===== src/rtl/ps2_key_event_gen.sv =====
`default_nettype none
// ============================================================================
// Module      : ps2_key_event_gen
// Description : Converts a raw PS/2 set-2 scancode byte stream into the
//               11-bit ps2_key toggle event word {toggle, pressed, extended,
//               code}. Resolves E0/F0 prefixes, swallows the E1 Pause
//               sequence, drops fake-shift codes, filters keyboard status
//               bytes, and holds off input after each event so downstream
//               per-clock edge detectors always see every toggle.
// Ports       : clk_sys     - system clock
//               reset_n     - asynchronous reset, active-low
//               scan_valid  - scan_data holds a byte
//               scan_data   - raw scancode byte
//               scan_ready  - byte accepted when scan_valid & scan_ready
//               ps2_key     - {toggle, pressed, extended, code[7:0]}
//               key_evt     - one-cycle pulse with each ps2_key update
//               pause_evt   - one-cycle pulse after a full Pause sequence
//               err         - one-cycle pulse on a protocol error
// Revision    : 1.0 - initial release
// ============================================================================
module ps2_key_event_gen #(
  parameter int HOLD_CYCLES     = 2,
  parameter int PAUSE_LEN       = 8,
  parameter int PREFIX_TIMEOUT  = 600000,
  parameter bit DROP_FAKE_SHIFT = 1'b1
) (
  input  logic        clk_sys,
  input  logic        reset_n,
  input  logic        scan_valid,
  input  logic [7:0]  scan_data,
  output logic        scan_ready,
  output logic [10:0] ps2_key,
  output logic        key_evt,
  output logic        pause_evt,
  output logic        err
);

  localparam logic [2:0] c_ST_IDLE   = 3'd0;
  localparam logic [2:0] c_ST_EXT    = 3'd1;
  localparam logic [2:0] c_ST_BRK    = 3'd2;
  localparam logic [2:0] c_ST_EXTBRK = 3'd3;
  localparam logic [2:0] c_ST_PAUSE  = 3'd4;
  localparam logic [2:0] c_ST_HOLD   = 3'd5;

  localparam int c_HOLD_W  = $clog2(HOLD_CYCLES + 1);
  localparam int c_PAUSE_W = $clog2(PAUSE_LEN + 1);
  localparam int c_TO_W    = $clog2(PREFIX_TIMEOUT + 1);

  localparam logic [c_HOLD_W-1:0]  c_HOLD_LOAD  = c_HOLD_W'(HOLD_CYCLES - 1);
  localparam logic [c_PAUSE_W-1:0] c_PAUSE_LOAD = c_PAUSE_W'(PAUSE_LEN - 1);
  localparam logic [c_PAUSE_W-1:0] c_PAUSE_ONE  = c_PAUSE_W'(1);
  localparam logic [c_TO_W-1:0]    c_TO_LAST    = c_TO_W'(PREFIX_TIMEOUT - 1);

  logic [2:0]           r_state;
  logic [c_HOLD_W-1:0]  r_hold_cnt;
  logic [c_PAUSE_W-1:0] r_pause_cnt;
  logic [c_TO_W-1:0]    r_to_cnt;
  logic                 r_scan_ready;
  logic [10:0]          r_ps2_key;
  logic                 r_key_evt;
  logic                 r_pause_evt;
  logic                 r_err;

  logic       w_xfer;
  logic       w_is_prefix;
  logic       w_fake;
  logic       w_in_prefix;
  logic       w_to_expire;
  logic [2:0] w_next_state;
  logic       w_emit;
  logic       w_emit_pressed;
  logic       w_emit_ext;
  logic       w_err;
  logic       w_pause_load;
  logic       w_pause_done;

  assign w_xfer      = scan_valid & r_scan_ready;
  assign w_is_prefix = (scan_data == 8'hE0) | (scan_data == 8'hE1) | (scan_data == 8'hF0);
  // Fake shifts only matter once an E0 has been seen; callers qualify with ext.
  assign w_fake      = DROP_FAKE_SHIFT & ((scan_data == 8'h12) | (scan_data == 8'h59));
  assign w_in_prefix = (r_state == c_ST_EXT) | (r_state == c_ST_BRK) | (r_state == c_ST_EXTBRK);
  // An arriving byte always wins over an expiring timeout in the same cycle.
  assign w_to_expire = w_in_prefix & ~w_xfer & (r_to_cnt == c_TO_LAST);

  always_comb begin
    w_next_state   = r_state;
    w_emit         = 1'b0;
    w_emit_pressed = 1'b0;
    w_emit_ext     = 1'b0;
    w_err          = 1'b0;
    w_pause_load   = 1'b0;
    w_pause_done   = 1'b0;
    case (r_state)
      c_ST_IDLE: begin
        if (w_xfer) begin
          case (scan_data)
            8'hE0: w_next_state = c_ST_EXT;
            8'hF0: w_next_state = c_ST_BRK;
            8'hE1: begin
              w_next_state = c_ST_PAUSE;
              w_pause_load = 1'b1;
            end
            8'hAA, 8'hFA, 8'hEE, 8'hFE: w_next_state = c_ST_IDLE;
            8'h00, 8'hFF: w_err = 1'b1;
            default: begin
              w_emit         = 1'b1;
              w_emit_pressed = 1'b1;
            end
          endcase
        end
      end
      c_ST_EXT: begin
        if (w_xfer) begin
          if (scan_data == 8'hF0) begin
            w_next_state = c_ST_EXTBRK;
          end else if (scan_data == 8'hE0) begin
            // Repeated E0: flag it but keep waiting for the code byte.
            w_err = 1'b1;
          end else if (scan_data == 8'hE1) begin
            w_err        = 1'b1;
            w_next_state = c_ST_IDLE;
          end else if (w_fake) begin
            w_next_state = c_ST_IDLE;
          end else begin
            w_emit         = 1'b1;
            w_emit_pressed = 1'b1;
            w_emit_ext     = 1'b1;
          end
        end else if (w_to_expire) begin
          w_err        = 1'b1;
          w_next_state = c_ST_IDLE;
        end
      end
      c_ST_BRK, c_ST_EXTBRK: begin
        if (w_xfer) begin
          if (w_is_prefix) begin
            w_err        = 1'b1;
            w_next_state = c_ST_IDLE;
          end else if (w_fake && (r_state == c_ST_EXTBRK)) begin
            w_next_state = c_ST_IDLE;
          end else begin
            w_emit     = 1'b1;
            w_emit_ext = (r_state == c_ST_EXTBRK);
          end
        end else if (w_to_expire) begin
          w_err        = 1'b1;
          w_next_state = c_ST_IDLE;
        end
      end
      c_ST_PAUSE: begin
        if (w_xfer && (r_pause_cnt == c_PAUSE_ONE)) begin
          w_pause_done = 1'b1;
          w_next_state = c_ST_IDLE;
        end
      end
      c_ST_HOLD: begin
        if (r_hold_cnt == '0) begin
          w_next_state = c_ST_IDLE;
        end
      end
      default: w_next_state = c_ST_IDLE;
    endcase
    if (w_emit) begin
      w_next_state = c_ST_HOLD;
    end
  end

  always_ff @(posedge clk_sys or negedge reset_n) begin
    if (!reset_n) begin
      r_state      <= c_ST_IDLE;
      r_hold_cnt   <= '0;
      r_pause_cnt  <= '0;
      r_to_cnt     <= '0;
      r_scan_ready <= 1'b0;
      r_ps2_key    <= '0;
      r_key_evt    <= 1'b0;
      r_pause_evt  <= 1'b0;
      r_err        <= 1'b0;
    end else begin
      r_state      <= w_next_state;
      // Registered so ready stays low through reset and rises one edge later.
      r_scan_ready <= (w_next_state != c_ST_HOLD);
      r_key_evt    <= w_emit;
      r_pause_evt  <= w_pause_done;
      r_err        <= w_err;

      if (w_emit) begin
        r_ps2_key <= {~r_ps2_key[10], w_emit_pressed, w_emit_ext, scan_data};
      end

      if (w_emit) begin
        r_hold_cnt <= c_HOLD_LOAD;
      end else if ((r_state == c_ST_HOLD) && (r_hold_cnt != '0)) begin
        r_hold_cnt <= r_hold_cnt - 1'b1;
      end

      if (w_pause_load) begin
        r_pause_cnt <= c_PAUSE_LOAD;
      end else if ((r_state == c_ST_PAUSE) && w_xfer) begin
        r_pause_cnt <= r_pause_cnt - 1'b1;
      end

      // Reloads on entry to a prefix state (entry is always a transfer) and
      // on every byte accepted while waiting.
      if (!w_in_prefix || w_xfer) begin
        r_to_cnt <= '0;
      end else if (!w_to_expire) begin
        r_to_cnt <= r_to_cnt + 1'b1;
      end
    end
  end

  assign scan_ready = r_scan_ready;
  assign ps2_key    = r_ps2_key;
  assign key_evt    = r_key_evt;
  assign pause_evt  = r_pause_evt;
  assign err        = r_err;

endmodule
`default_nettype wire


===== config.mk =====
export PLATFORM = sky130hd
export DESIGN_NAME = ps2_key_event_gen
export DESIGN_NICKNAME = d
export VERILOG_FILES = /design/src/rtl/ps2_key_event_gen.sv
export SDC_FILE = /design/constraint.sdc
export NUM_CORES = 1
export LEC_CHECK = 0
export CAP_MARGIN = 20
export CELL_PAD_IN_SITES_DETAIL_PLACEMENT = 0
export CELL_PAD_IN_SITES_GLOBAL_PLACEMENT = 1
export CORE_ASPECT_RATIO = 1.1
export CORE_MARGIN = 4
export CORE_UTILIZATION = 41
export CTS_BUF_LIST = sky130_fd_sc_hd__clkbuf_8
export DETAILED_ROUTE_END_ITERATION = 16
export HOLD_SLACK_MARGIN = 0.15
export PLACE_DENSITY_LB_ADDON = 0.1
export SETUP_SLACK_MARGIN = 0.3
export SLEW_MARGIN = 40
export SYNTH_ARGS = -nofsm -noshare
export SYNTH_HDL_FRONTEND = slang
export SYNTH_SLANG_ARGS = --single-unit

===== constraint.sdc =====
create_clock -name clk_sys -period 1.7 [get_ports clk_sys]
set_input_delay 0.425 -clock clk_sys [delete_from_list [all_inputs] [get_ports clk_sys]]
set_output_delay 0.425 -clock clk_sys [all_outputs]
set_load 0.02 [all_outputs]

---- After elaboration in Yosys (flattened, before gate mapping) ----
Cells that the tools add are included.
word-level totals
  register bits after elaboration ......... 44
  input port bits ......................... 11
  output and inout bits ................... 15
  logic and storage cells ................. 108
cells by class
  add/subtract/negate cells ............... 3
  equality and inequality tests ........... 19
  muxes and demuxes ....................... 51
  bitwise gates (word level) .............. 10
  reductions and logical operators ........ 16
operators with widths
  operator                 count
  $eq A8 B8 Y1 const B     8
  $mux W20                 2
  $mux W3                  13
  $mux W1                  26
  $add A20 B1 Y20 const B  1
  $eq A20 B20 Y1 const B   1
  $pmux W3 S5              1
  $pmux W3 S4              1
  $reduce_or A9 Y1         1
  $eq A8 B5 Y1 const B     1
  $eq A8 B7 Y1 const B     1
  $logic_not A8 Y1         1
  $mux W4                  2
  $eq A3 B2 Y1 const B     2
  $eq A3 B3 Y1 const B     2
  $pmux W1 S3              2
  $reduce_bool A2 Y1       3
  $or A1 B1 Y1             5
  $eq A4 B1 Y1 const B     1
  $logic_and A1 B1 Y1      4
  $mux W2                  2
  $pmux W1 S2              2
  $reduce_or A2 Y1         2
  $reduce_or A4 Y1         1
  11 further kinds         14

---- Depth between registers and ports, before layout ----
Gate-level depths: netlist of the first run.
  depth in word-level cells ............... 10
  depth in mapped cells ................... 6
  mapped depth without buffers ............ 6

---- Worst setup path after synthesis of the first run ----
OpenSTA, ideal clock, no wires.
  kind .................................... in2reg
  start point ............................. input port scan_data[2]
  end point ............................... register r_ps2_key[0], in the netlist ps2_key[0]
  library setup time ...................... 0.128 ns
  arrival time ............................ 1.993 ns
  required time ........................... 1.572 ns
  path slack .............................. -0.421 ns
  cell stages on the path ................. 6
  path buffers ............................ 1
  cell sequence ........................... or4b_1 > a21oi_4 > a2111oi_2 > a32oi_4 > buf_6 > mux2_1
between the ends
  longest elaborated chain between the ends .. 8
  elaborated cells on any way between the ends .. 27
  classes of those cells .................. eq/ne: 10; mux: 11; bitwise: 3; reduce/logical: 3
ends and longest elaborated chain
  item                                                 line  RTL
  start, declared                                      30    input logic [7:0] scan_data,
  $eq A8 B5 Y1 / $eq A8 B7 Y1 (equally long branches)  80    assign w_fake = DROP_FAKE_SHIFT & ((scan_data == 8'h12) | (scan_data == 8'h59));
  $or A1 B1 Y1                                         80
  $mux W1                                              122   end else if (w_fake) begin
  $mux W1                                              119   end else if (scan_data == 8'hE1) begin
  $mux W1                                              116   end else if (scan_data == 8'hE0) begin
  $mux W1                                              114   if (scan_data == 8'hF0) begin
  $mux W1                                              113   if (w_xfer) begin
  $pmux W1 S3 *                                        93    case (r_state)
  end signal, assigned                                 188   r_ps2_key <= {~r_ps2_key[10], w_emit_pressed, w_emit_ext, scan_data};
  end, declared                                        59    logic [10:0] r_ps2_key;
Every way passes the cells marked *; elsewhere a longest branch is shown, timed or not.
A chain may end at the register's enable or synchronous reset.

---- Worst setup path after layout of the first run ----
  start point ............................. input port scan_data[3]
  end point ............................... register r_ps2_key[8], in the netlist ps2_key[8]
between the ends
  longest elaborated chain between the ends .. 8
  elaborated cells on any way between the ends .. 31
  classes of those cells .................. eq/ne: 10; mux: 15; bitwise: 3; reduce/logical: 3
ends and longest elaborated chain
  item                                                 line  RTL
  $eq A8 B5 Y1 / $eq A8 B7 Y1 (equally long branches)  80
  $or A1 B1 Y1                                         80
  $mux W1                                              122
  $mux W1                                              119
  $mux W1                                              116
  $mux W1                                              114
  $mux W1                                              113
  $pmux W1 S3 *                                        93
  via w_emit                                           70    logic w_emit;
Mark *: on every way through the listed nets, which the timed path passes. The rest lies on a longest branch.

==> impl_results.md, run 1 <==
* Core Box Area at 5470 sq um
* Crit path time final at 1.94 ns
* WL/cell at 15.6 um
* Drt total wl at 6.39 mm
* PortBufs at 25
* Yosys top cell area share at 46.7%
* Fin. Hold Viols at 0
* DRC Markers at 0
* Boundary pin count at 26
* Mapped Area at 2360 sq um
* Nets at 349
* Commonest register cell after synthesis: dfrtp_1
* Commonest cells post-synth: 44 x dfrtp_1, 31 x nor2_1, 23 x nand2_1
* R2R depth at 8
* Total GRT Usage at 18.9%
* Ratio of cells with drive above 1 in the final layout at 49.9%
* CP cell instances: buf_8 > or4b_4 > a21oi_4 > a2111oi_4 > a32oi_4 > buf_6 > buf_12 > inv_8 > mux2_4
* Final Core Density at 69.1%
* HP Class: input port to flop
* Die height at 87.5 um
* Clock Pin Slew Worst Setup and Hold Paths at 0.09 ns
* CTS root buffer: clkbuf_8
* Total chip power at 0.00468 W
* ANT cells at 0
* RR Startpoint: scan_ready$_DFF_PN0_
* Drt via density at 5.28
* Num CTS Buffers at 5
* CTS H-tree lvls at 2
* Fin crit share at 114%
* Setup slack, reg-to-reg at -0.05 ns
* Most common cell in the netlist: dfrtp_1
* Critical Path RT at 1.89 ns
* Design area at 3770 sq um
* CP arrival at 2.14 ns
* Post-route setup slack at -0.242 ns
* RSZ-0062 raised after global routing: yes
* Area post-placement at 3090 sq um
* EDFF count, synth at 0
* Slowest CP cell: or4b_4
* Vias in the first global route at 2174
* Global-route wire length before repair at 10.3 mm
* Worst slew pin tran at 0.499 ns
* Failing checks: setup timing
* Critical path depth in cells at 9
* Synth async-reset ratio at 100%
* Fmax at 515 MHz
* CP Launch Point: scan_data[3]
* Synthesized net count at 257
* Largest net degree at the start of global routing at 27
* Finished Layout Cells at 410
* Yosys top cell by area: dfrtp_1
* Site Rows at 28
* Relative slew margins at 66.7%
* Max Slew Vio Count at 0
* Clock Tree Buf Depth at 2
* TritonRoute pass-1 iters at 4
* Final Wtd Congestion at 0.877
* Dpl ws at -0.934 ns
* Final setup skew at 0.0137 ns
* Maximum vdd drop at 1060 uV
* Main area contributors after synthesis: dfrtp_1 47%, xnor2_1 6.7%, nor2_1 4.9%, mux2_1 3.8%, nand2_1 3.7%
* Clk Latency, worst-skew pair at 0.30 ns
* GR Overflow Total at 0
* Initial core utilization at 43.1%
* TritonCTS clock tree: yes
* Syn_area_per_cell at 9.74 sq um
* Setup violators final at 16
* PwrDens at 1240 nW/um^2
* Seq/Total Area, Yosys at 46.7%
* Critical path's largest stage delay at 0.54 ns
* Max-cap viol count at 0
* Max Fanout on Critical Path at 5
* Area growth syn-to-layout at 60.1%
* Initial antenna violation count at 0
* Family with the most delay on the worst path: simple AND/OR/NAND/NOR gates
* Clk sinks at 44
* Half-perimeter wire length after placement at 4.07 mm
* Reg2Reg Capture Point: ps2_key[8]$_DFFE_PN0P_
* CP startpoint kind: input port
* Syn. warnings at 0
* CP Capture Point: ps2_key[8]$_DFFE_PN0P_
* Via count at 2163
* Critical path buffers and inverters at 4
* LEAKAGE at 1.64 nW
* Drt initial violations at 83
* Library cells used by synthesis at 42
* Inst Count DP at 376
* Die W at 80.3 um
* Status: finished, violations left
* Routed Antenna Nets at 0
* #FFs+latches synth at 44
* Critical path class: input port to flop
* Post-Synthesis Cells at 242
* Die ar. at 7030 sq um
* Crit path capture type: flop
## through the flow
stage                     hold slack (ns)  TNS, ns
after global placement              0.412   -16.18
after CTS                           0.393    -2.85
final                               0.404    -2.90
after global routing                0.405    -3.35
after detailed placement            0.416   -16.72
after floorplan                     0.129    -4.33
## placed cells by master, fill, tap and decap left out, types with 4 or more instances in the layout
| master | synthesis | routed |
|---|---|---|
| nor3_4 | 0 | 4 |
| nand3_1 | 13 | 8 |
| nand2_1 | 23 | 18 |
| buf_4 | 0 | 43 |
| xnor2_1 | 18 | 16 |
| buf_6 | 1 | 22 |
| nand4_1 | 6 | 6 |
| nor3_1 | 11 | 4 |
| dfrtp_1 | 44 | 40 |
| xor2_1 | 4 | 4 |
| buf_2 | 1 | 17 |
| a21oi_2 | 0 | 4 |
| a211oi_2 | 0 | 4 |
| inv_1 | 10 | 10 |
| a21oi_1 | 10 | 6 |
| clkbuf_8 | 0 | 5 |
| mux2_4 | 1 | 9 |
| nor2_1 | 31 | 26 |
| buf_12 | 0 | 5 |
| dfrtp_2 | 0 | 4 |
## timing repair
item,CTS,global route
hold endpoints to repair,18,0
setup buffers,15,8
gates resized for setup,137,50
cloned,1,1
endpoints found under the setup margin,55,56
pin swaps,28,22
hold buffers,1,0
## per-layer routing
layer  part of all wire, %  track usage [%]
met2                    53             33.3
met4                   1.1             5.68
met3                   3.2             3.73
met5                     0                0
met1                    42             23.3
## worst reg2reg max path, delay by kind of cell, from the launching register on
family | cells | cell delay [ns]
buffers and inverters | 3 | 0.33
DFF | 1 | 0.42
AOI/OAI and AO/OA | 2 | 0.38
muxes | 1 | 0.28
and+or+nand+nor | 2 | 0.22
## worst min-delay path by stage
stage                             from                 endpoint  slack, ns  cells past startpoint
after detailed placement       reset_n  r_to_cnt[2]$_DFFE_PN0P_       0.42                      1
final                     scan_data[1]   ps2_key[1]$_DFFE_PN0P_       0.40                      2
after global placement         reset_n  r_to_cnt[2]$_DFFE_PN0P_       0.41                      1
after floorplan                reset_n            err$_DFF_PN0_       0.13                      0
after CTS                 scan_data[1]   ps2_key[1]$_DFFE_PN0P_       0.39                      2
after global routing      scan_data[1]   ps2_key[1]$_DFFE_PN0P_       0.40                      2
## kinds of logic after synthesis
logic type                 synth area share (%)
AOI/OAI and AO/OA                          9.08
xor gates and xnor gates                   8.17
adders and majority gates                  2.12
buffers and inverters                      3.72
DFF                                        46.7
muxes                                      4.46
and+or+nand+nor                            25.7
## where the power goes
group	switching, W	internal [W]
registers	0.000218	0.00131
logic	0.00107	0.00125
clock network	0.000394	0.000443
total	0.00168	0.00300
## final cells by class
class | instances | area, sq um
Fill cell | 450 | 1690
Multi-Input combinational cell | 177 | 1550
Sequential cell | 44 | 1110
Timing Repair Buffer | 95 | 863
Tap cell | 75 | 93.8
Clock buffer | 5 | 68.8
Inverter | 11 | 48.8
Clock inverter | 3 | 47.5
## state kept, by name (all words and copies together) (netlist names)
name,count
r_state,3
key_evt,1
pause_evt,1
r_to_cnt,20
r_pause_cnt,4
ps2_key,11
err,1
r_hold_cnt,2
scan_ready,1
No activity file was read; power rests on OpenSTA's default activity.
==> inputs of run 2 (changes only) <==
--- a/config.mk
+++ b/config.mk
@@ -9,14 +9,15 @@
 export CELL_PAD_IN_SITES_DETAIL_PLACEMENT = 0
 export CELL_PAD_IN_SITES_GLOBAL_PLACEMENT = 1
 export CORE_ASPECT_RATIO = 1.1
-export CORE_MARGIN = 4
+export CORE_MARGIN = 2
 export CORE_UTILIZATION = 41
 export CTS_BUF_LIST = sky130_fd_sc_hd__clkbuf_8
 export DETAILED_ROUTE_END_ITERATION = 16
+export GPL_TIMING_DRIVEN = 0
 export HOLD_SLACK_MARGIN = 0.15
 export PLACE_DENSITY_LB_ADDON = 0.1
 export SETUP_SLACK_MARGIN = 0.3
-export SLEW_MARGIN = 40
+export SLEW_MARGIN = 20
 export SYNTH_ARGS = -nofsm -noshare
 export SYNTH_HDL_FRONTEND = slang
 export SYNTH_SLANG_ARGS = --single-unit
==> run 2 against run 1 <==
The run still ends with setup timing left. Hold slack lost 0.047 ns. Count of clock-buffer cells in the layout up 1. Worst setup slack improved by 0.033 ns. Fmax rose by 1.7%. Critical path type unchanged. Critical endpoint is now ps2_key[1]$_DFFE_PN0P_.
==> impl_results.md, run 2 (synthesis results as in run 1) <==
* Status: finished, violations left
* Failing checks: setup timing
* Design area at 3770 sq um (about the same)
* CP startpoint kind: input port
* Nets at 332 (-4.9%)
* Die height at 83.5 um (-4.6%)
* GR Overflow Total at 0 (unchanged)
* Maximum vdd drop at 879 uV (-17%)
* Slowest CP cell: or4b_4
* Fin crit share at 112% (-1.9 points)
* CP arrival at 2.09 ns (-0.05 ns)
* Largest net degree at the start of global routing at 27 (unchanged)
* Core Box Area at 5470 sq um (unchanged)
* Routed Antenna Nets at 0 (unchanged)
* Half-perimeter wire length after placement at 3.68 mm (-9.7%)
* Die W at 76.3 um (-5.0%)
* Critical path class: input port to flop
* Fill cells at 434 (-3.6%)
* Final setup skew at 0.00974 ns (-0.00394 ns)
* TritonCTS clock tree: yes
* Max Slew Vio Count at 0 (unchanged)
* Register name with the most flops: r_to_cnt
* Clk Latency, worst-skew pair at 0.30 ns (about the same)
* Boundary pin count at 26 (unchanged)
* Site Rows at 28 (unchanged)
* DRC Markers at 0 (unchanged)
* Via count at 2080 (-3.8%)
* Crit path capture type: flop
* Worst slew pin tran at 0.462 ns (-0.0371 ns)
* Area post-placement at 2830 sq um (-8.6%)
* Area growth syn-to-layout at 60.0% (about the same)
* Critical path's largest stage delay at 0.54 ns (about the same)
* Ratio of cells with drive above 1 in the final layout at 50.9% (+1.1 points)
* HP Class: input port to flop
* Fmax at 524 MHz (+1.7%)
* Setup violators final at 16 (unchanged)
* CTS root buffer: clkbuf_8
* LEAKAGE at 1.55 nW (-5.8%)
* Global-route wire length before repair at 9.96 mm (-3.5%)
* Drt total wl at 6.44 mm (+0.81%)
* Die ar. at 6370 sq um (-9.3%)
* TritonRoute pass-1 iters at 4 (unchanged)
* Critical path buffers and inverters at 2 (-2)
* Vias in the first global route at 2093 (-3.7%)
* Clk sinks at 44 (unchanged)
* Initial antenna violation count at 0 (unchanged)
* Max Fanout on Critical Path at 8 (+3)
* WL/cell at 16.4 um (+5.2%)
* RSZ-0062 raised after global routing: yes
* Max-cap viol count at 0 (unchanged)
* Drt initial violations at 74 (-11%)
* Total chip power at 0.00433 W (-7.4%)
* Post-route setup slack at -0.209 ns (+0.0328 ns)
* Most common cell after layout, fill and taps aside: dfrtp_1
* Drt via density at 5.29 (+0.32%)
* Final Wtd Congestion at 0.794 (-9.5%)
* Relative slew margins at 69.1% (+2.3 points)
* CTS H-tree lvls at 2 (unchanged)
* Clock Pin Slew Worst Setup and Hold Paths at 0.08 ns (about the same)
* Fin. Hold Viols at 0 (unchanged)
* CP cell instances: buf_8 > or4b_4 > a21oi_4 > a2111oi_4 > a32oi_4 > buf_6 > mux2_4
* Critical Path RT at 1.89 ns (about the same)
* Family with the most delay on the worst path: simple AND/OR/NAND/NOR gates
* Initial core utilization at 43.1% (unchanged)
* Num CTS Buffers at 5 (unchanged)
* PwrDens at 1150 nW/um^2 (-7.3%)
* ANT cells at 0 (unchanged)
* Crit path time final at 1.91 ns (-0.0328 ns)
* Max reg flops at 20 (unchanged)
* Total GRT Usage at 19.4% (+0.47 points)
* Most frequent cells in the layout: 38 x dfrtp_1, 27 x buf_4, 19 x nor2_1
* Clock Tree Buf Depth at 2 (unchanged)
* PortBufs at 25 (unchanged)
==> run 2: power by group <==
part / switching, W / internal [W] / total (W) / leakage (nW)
sequential: 0.000152 / 0.00130 / 0.00146 / 0.558
combinational: 0.00111 / 0.00109 / 0.00220 / 0.937
clock: 0.000357 / 0.000320 / 0.000677 / 0.0538
total: 0.00162 / 0.00271 / 0.00433 / 1.55
==> run 2: layout make-up <==
class / instances / area (sq um) / share of cell area [%]
multi-input cells: 177 / 1670 / 44.3
clock inverters: 2 / 7.51 / 0.199
inverters: 11 / 41.3 / 1.09
well taps: 75 / 93.8 / 2.49
flip-flops and latches: 44 / 1110 / 29.4
repair buffers: 68 / 631 / 16.7
clock buffers: 6 / 82.6 / 2.19
plain buffers: 10 / 136 / 3.62
==> run 2: worst paths after layout <==
path	startpoint	end	slack (ns)	cells past startpoint
max in group asynchronous	reset_n	r_to_cnt[3]$_DFFE_PN0P_	0.59	3
setup reg to reg	r_state[0]$_DFF_PN0_	ps2_key[8]$_DFFE_PN0P_	-0.12	7
hold / removal	scan_data[5]	ps2_key[5]$_DFFE_PN0P_	0.36	2
hold reg to reg	ps2_key[10]$_DFFE_PN0P_	ps2_key[10]$_DFFE_PN0P_	0.48	1
setup / recovery	scan_data[0]	ps2_key[1]$_DFFE_PN0P_	-0.21	7
min in group asynchronous	reset_n	r_to_cnt[11]$_DFFE_PN0P_	0.60	2
==> run 2: stage by stage <==
stage	setup WS (ns)	TNS (ns)	utilization (%)	hold WS [ns]	cells
after CTS	-0.184	-1.99	61.6	0.350	379
after global placement	-1.22	-65.57	51.5	0.462	342
after global routing	-0.251	-3.20	69.0	0.364	393
after detailed placement	-1.21	-20.80	51.8	0.406	343
final	-0.209	-2.23	69.0	0.356	393
after floorplan	-0.420	-4.33	-	0.129	242
==> run 2: timing repair <==
item | in CTS | in global routing
resized for setup | 129 | 77
pin swaps | 28 | 22
endpoints found under the setup margin | 59 | 49
hold endpoints to repair | 18 | 0
cloned | 2 | 0
setup buffers | 25 | 14
hold buffers | 1 | 0
==> run 2: per-layer routing <==
| layer | GRT usage (%) | part of all wire [%] |
|---|---|---|
| met1 | 23.5 | 41 |
| met2 | 34.2 | 54 |
| met3 | 3.35 | 2.8 |
| met4 | 7.44 | 2.5 |
| met5 | 0 | 0 |
